**config.mk**
```make
export PLATFORM = sky130hd
export DESIGN_NAME = keypad_scan_ctrl
export DESIGN_NICKNAME = d
export VERILOG_FILES = /design/src/rtl/keypad_scan_ctrl.sv
export SDC_FILE = /design/constraint.sdc
export NUM_CORES = 1
export LEC_CHECK = 0
export ABC_CLOCK_PERIOD_IN_PS = 8800
export BUFFER_PORTS_ARGS = -buffer_cell sky130_fd_sc_hd__buf_2
export CAP_MARGIN = 20
export CORE_MARGIN = 4
export CORE_UTILIZATION = 29
export DETAILED_ROUTE_END_ITERATION = 7
export PLACE_DENSITY = 0.45
export SLEW_MARGIN = 25
export SYNTH_ARGS = -nofsm -noshare
export SYNTH_HDL_FRONTEND = slang
export SYNTH_SLANG_ARGS = --single-unit
```
**constraint.sdc**
```tcl
create_clock -name clk -period 8.8 [get_ports clk]
set_clock_uncertainty 0.15 [all_clocks]
set_input_delay 1.76 -clock clk [delete_from_list [all_inputs] [get_ports clk]]
set_output_delay 1.76 -clock clk [all_outputs]
set_load 0.05 [all_outputs]
```
**src/rtl/keypad_scan_ctrl.sv**
```systemverilog
// Purpose: 4x4 keypad scanner; strobes columns, samples synchronised rows, debounces whole sweeps into key events.
// Latency: key_valid on the edge after the accepting sweep; stable press to pulse <= (DEBOUNCE_SCANS+1)*4*SCAN_DIV+3 cycles.
// Backpressure: none; key_valid is a one-cycle pulse that the consumer must take when it is presented.
module keypad_scan_ctrl #(
  parameter int SCAN_DIV       = 4,
  parameter int DEBOUNCE_SCANS = 2
) (
  input  logic       clk,
  input  logic       reset,
  input  logic [3:0] row,
  output logic [3:0] shift_col,
  output logic [3:0] key_code,
  output logic       key_valid,
  output logic       key_held
);

  localparam int DW = (SCAN_DIV > 1) ? $clog2(SCAN_DIV) : 1;
  localparam int CW = $clog2(DEBOUNCE_SCANS + 1);
  localparam logic [DW-1:0] DIV_LAST = DW'(SCAN_DIV - 1);
  localparam logic [CW-1:0] CNT_TGT  = CW'(DEBOUNCE_SCANS);
  localparam logic [CW-1:0] CNT_ONE  = CW'(1);

  localparam logic [1:0] ST_IDLE    = 2'd0;
  localparam logic [1:0] ST_DEBOUNCE = 2'd1;
  localparam logic [1:0] ST_HELD    = 2'd2;
  localparam logic [1:0] ST_RELEASE = 2'd3;

  logic [3:0]    row_s1, row_s2;
  logic [DW-1:0] div;
  logic [1:0]    col_idx, col_nxt;
  logic          div_tc, sweep_done;
  logic [3:0]    low;
  logic [2:0]    low_n, tot_n;
  logic [1:0]    row_idx;
  logic [1:0]    acc_n;
  logic [3:0]    acc_code, cur_code;
  logic          sweep_one, sweep_none;
  logic [1:0]    state;
  logic [CW-1:0] cnt;
  logic [3:0]    cand;

  assign div_tc     = (div == DIV_LAST);
  assign col_nxt    = div_tc ? col_idx + 2'd1 : col_idx;
  assign sweep_done = div_tc && (col_idx == 2'd3);

  // Two-flop synchroniser; idle (all released) is all ones.
  always_ff @(posedge clk or negedge reset) begin
    if (!reset) begin
      row_s1 <= 4'hF;
      row_s2 <= 4'hF;
    end else begin
      row_s1 <= row;
      row_s2 <= row_s1;
    end
  end

  // Column divider and strobe; shift_col is loaded with the column that will be current next cycle.
  always_ff @(posedge clk or negedge reset) begin
    if (!reset) begin
      div       <= '0;
      col_idx   <= 2'd0;
      shift_col <= 4'b0111;
    end else begin
      div       <= div_tc ? '0 : div + DW'(1);
      col_idx   <= col_nxt;
      shift_col <= ~(4'b1000 >> col_nxt);
    end
  end

  // Decode the current column's sample and fold it into the running sweep totals.
  always_comb begin
    low     = ~row_s2;
    low_n   = {2'b00, low[0]} + {2'b00, low[1]} + {2'b00, low[2]} + {2'b00, low[3]};
    row_idx = 2'd3;
    if (low[3])      row_idx = 2'd0;
    else if (low[2]) row_idx = 2'd1;
    else if (low[1]) row_idx = 2'd2;
    tot_n    = {1'b0, acc_n} + low_n;
    cur_code = (low_n == 3'd1) ? {col_idx, row_idx} : acc_code;
    sweep_one  = (tot_n == 3'd1);
    sweep_none = (tot_n == 3'd0);
  end

  // Per-sweep accumulator: low-bit count saturates at 2 (anything above one key is MULTI).
  always_ff @(posedge clk or negedge reset) begin
    if (!reset) begin
      acc_n    <= 2'd0;
      acc_code <= 4'd0;
    end else if (div_tc) begin
      if (col_idx == 2'd3) begin
        acc_n    <= 2'd0;
        acc_code <= 4'd0;
      end else begin
        acc_n    <= (tot_n >= 3'd2) ? 2'd2 : tot_n[1:0];
        acc_code <= cur_code;
      end
    end
  end

  // Debounce FSM, advanced once per completed sweep; no new key is accepted without a full release.
  always_ff @(posedge clk or negedge reset) begin
    if (!reset) begin
      state     <= ST_IDLE;
      cnt       <= '0;
      cand      <= 4'd0;
      key_code  <= 4'd0;
      key_valid <= 1'b0;
      key_held  <= 1'b0;
    end else begin
      key_valid <= 1'b0;
      if (sweep_done) begin
        case (state)
          ST_IDLE: begin
            if (sweep_one) begin
              if (CNT_TGT == CNT_ONE) begin
                key_code  <= cur_code;
                key_valid <= 1'b1;
                key_held  <= 1'b1;
                state     <= ST_HELD;
                cnt       <= '0;
              end else begin
                state <= ST_DEBOUNCE;
                cand  <= cur_code;
                cnt   <= CNT_ONE;
              end
            end
          end
          ST_DEBOUNCE: begin
            if (!sweep_one) begin
              state <= ST_IDLE;
              cnt   <= '0;
            end else if (cur_code != cand) begin
              cand <= cur_code;
              cnt  <= CNT_ONE;
            end else if (cnt + CNT_ONE == CNT_TGT) begin
              key_code  <= cand;
              key_valid <= 1'b1;
              key_held  <= 1'b1;
              state     <= ST_HELD;
              cnt       <= '0;
            end else begin
              cnt <= cnt + CNT_ONE;
            end
          end
          ST_HELD: begin
            if (sweep_none) begin
              if (CNT_TGT == CNT_ONE) begin
                state    <= ST_IDLE;
                key_held <= 1'b0;
                cnt      <= '0;
              end else begin
                state <= ST_RELEASE;
                cnt   <= CNT_ONE;
              end
            end
          end
          ST_RELEASE: begin
            if (!sweep_none) begin
              state <= ST_HELD;
              cnt   <= '0;
            end else if (cnt + CNT_ONE == CNT_TGT) begin
              state    <= ST_IDLE;
              key_held <= 1'b0;
              cnt      <= '0;
            end else begin
              cnt <= cnt + CNT_ONE;
            end
          end
          default: begin
            state <= ST_IDLE;
            cnt   <= '0;
          end
        endcase
      end
    end
  end

endmodule

```
==> qor.yml <==
outcome: "completed"
p_comb_frac: 0.262
synth_area_leaders: "dfrtp_1, dfstp_2, nand2_1, ha_1, inv_1"
fp.coreArea_sq_um: 6030
htree_num_levels: 2
synth_cells: 174
yosysTopAreaCell: "dfrtp_1"
postCtsSetupBuffers: 0
antenna_found_initial: 0
die_area_sq_um: 7650
grt_max_degree: 37
fin_crit_sh: 0.469
synth_fp_nets: 187
wire_per_inst_um: 14.3
cap_violations: 0
synthSimpleGateAreaFrac: 0.184
ff_latch_area_sq_um: 915
synthMuxAreaShare: 0.0472
clkTransAtPathRegs_ns: 0.07
vias_per_cell: 5.01
clock_path_buffers: 2
design_area_sq_um: 2070
synth_enable_flop_cells: 0
multi_input_area_sq_um: 831
sequentialPowerShare: 0.465
netlist.area_leader.share: 0.342
num_rows: 28
clock_latency_ns: 0.28
arrival_ns: 4.15
syn_avg_cell_area_sq_um: 10.5
netSwitchingFraction: 0.342
areaGrowthSynthToFinish_pct: 13.0
cp-end-kind: "flip-flop"
fp.dieH_um: 87.5
instances_no_fill: 266
maxSlewViolCount: 0
synth_flop_cell: "dfrtp_1"
cts_buffers: 5
vias: 1333
worstPathRequired_ns: 8.82
crit_fanout: 15
worstSetupStartpointType: "flip-flop"
cts_tree: "yes"
fin_setup_tns_ns: 0
grt_use_total: 0.113
peakVddDrop_mv: 0.0962
drt_iter0_drc: 78
yosysWarnings: 0
setup-violations-final: 0
async_flop_share: 1.00
syn_area_sq_um: 1830
grt_pass1_wl_mm: 6.69
synth_fa_ha_area_frac: 0.0560
netSwitchingPower_mw: 0.153
layout-drive-gt1-share: 0.215
gp_routability_congestion: 0.853
timing.fmax_mhz: 242
post_dp_cell_area_sq_um: 1970
layout_min_cycle_time_ns: 4.13
max_slew_margin: 0.417
drc: 0
hpwl_mm: 2.80
worst-slew-pin-transition_ns: 0.870
fin_hold_ws_ns: 0.207
synth_top_family_by_area: "simple AND/OR/NAND/NOR gates"
n_antenna_cell: 0
post_cts_resized: 0
num-nets-final: 203
clockPowerShare: 0.273
firstDrtPassIters: 4
p_per_area_nw_per_um2: 216
hold_viol_final: 0
grt_pass1_vias: 1395
wl_mm: 3.79
die_x_um: 87.5
synth-compound-area-share: 0.138
synth-xor-area-share: 0.0287
nFillCells: 621
portBuffers: 15
dp.cells: 258
synth_seq_cells: 36
hold_path.class: "reg -> reg"
cts_hold_buf: 0
p_int_mw: 0.294
rsz0062_at_grt: "false"
critical_path_class: "reg -> reg"
p_leak_nw: 0.914
synth_seq_area_share: 0.500
cts-root-buf: "clkbuf_8"
initial_core_util: 0.304
synth_cell_type_count: 43
overflow: 0
ios: 16
drtAntennaViolNets: 0
cts_sinks: 36
cell usage after synthesis (2+ instances only):
cell type / number
a21oi_1: 8
a31oi_1: 7
and2_1: 5
and4_1: 2
buf_2: 2
clkbuf_1: 4
dfrtp_1: 25
dfstp_2: 11
fa_1: 2
ha_1: 5
inv_1: 16
mux2_2: 5
mux2i_1: 3
nand2_1: 17
nand2b_1: 8
nand3_1: 3
nand4_1: 2
nand4b_1: 2
nor2_1: 5
nor2b_1: 2
nor3_1: 2
o21ai_0: 4
o22ai_1: 4
o31ai_1: 5
or4_1: 3
xnor2_1: 3
xor2_1: 3
critical path: stages, from the launching register on:
cell and delay (ns):
dfstp_2 0.57, inv_1 0.06, fa_1 0.43, ha_1 0.19
ha_1 0.34, nor3b_2 0.73, o2111ai_1 0.45, and2_4 0.29
nor4_4 0.41, mux2_2 0.39
power groups by stage:
stage,logic [mW],registers [mW],clock network [mW]
floorplan,0.0968,0.201,0
global placement,0.114,0.210,0
detailed placement,0.116,0.211,0
CTS,0.117,0.208,0.127
global route,0.134,0.212,0.133
finish,0.117,0.208,0.122
cells in the final DEF, fill, tap and decap left out, types with 3 or more instances in the layout:
cell,instances
o31ai_1,5
inv_1,16
a21oi_1,8
nand2b_1,8
ha_1,5
mux2_2,5
nand3_1,3
nor2_1,5
buf_2,15
and2_1,5
nand2_1,17
clkbuf_8,6
o21ai_0,4
a31oi_1,7
o22ai_1,4
dfstp_2,11
or4_1,3
mux2i_1,3
xor2_1,3
dfrtp_1,25
xnor2_1,3
flip-flops by register name (all words and copies together), names as in the netlist:
name and cells:
shift_col 4, row_s1 4, key_valid 1, div 2, col_idx 2, row_s2 4, acc_n 2, key_code 4
cand 4, acc_code 4, key_held 1, cnt 2, state 2
final timing paths:
| check | from | end | slack [ns] | cells after the start |
|---|---|---|---|---|
| setup / recovery | row_s2[3]$_DFF_PN1_ | key_code[3]$_DFFE_PN0P_ | 4.67 | 9 |
| hold / removal | row_s1[1]$_DFF_PN1_ | row_s2[1]$_DFF_PN1_ | 0.21 | 0 |
| setup reg to reg | row_s2[3]$_DFF_PN1_ | key_code[3]$_DFFE_PN0P_ | 4.67 | 9 |
| hold reg to reg | row_s1[1]$_DFF_PN1_ | row_s2[1]$_DFF_PN1_ | 0.21 | 0 |
| max in group asynchronous | reset | key_code[2]$_DFFE_PN0P_ | 6.59 | 1 |
| min in group asynchronous | reset | cand[0]$_DFFE_PN0P_ | 1.41 | 1 |
per-stage QoR:
step                utilization  total power, mW  worst slack (ns)
floorplan                     -            0.298              5.11
global placement          0.328            0.324              4.83
detailed placement        0.328            0.327              4.69
CTS                       0.343            0.452              4.69
global route              0.343            0.479              4.35
finish                    0.343            0.447              4.67
layer usage:
metal | wire length [um] | share of wire | up-vias | GRT usage
li1 | - | - | 652 | -
met5 | 0 | 0 | - | 0
met1 | 1600 | 0.42 | 643 | 0.142
met3 | 257 | 0.068 | 5 | 0.0293
met4 | 43 | 0.011 | 0 | 0.0349
met2 | 1890 | 0.50 | 33 | 0.187
cells by family (layout without fill, tap and decap cells):
| logic type | Yosys count | after routing |
|---|---|---|
| multiplexers | 8 | 8 |
| adder cells (fa/ha/maj) | 7 | 7 |
| AO/OA/AOI/OAI | 38 | 38 |
| XOR/XNOR | 6 | 6 |
| flip-flops | 36 | 36 |
| buffers and inverters | 22 | 39 |
| AND/OR/NAND/NOR | 57 | 57 |
final cells by class:
cell class,count,area share
well taps,75,0.0454
flip-flops and latches,36,0.442
multi-input cells,116,0.402
inverters,16,0.0290
clock buffers,7,0.0417
clock inverters,1,0.00363
repair buffers,15,0.0363
No activity file was read; power rests on OpenSTA's default activity.
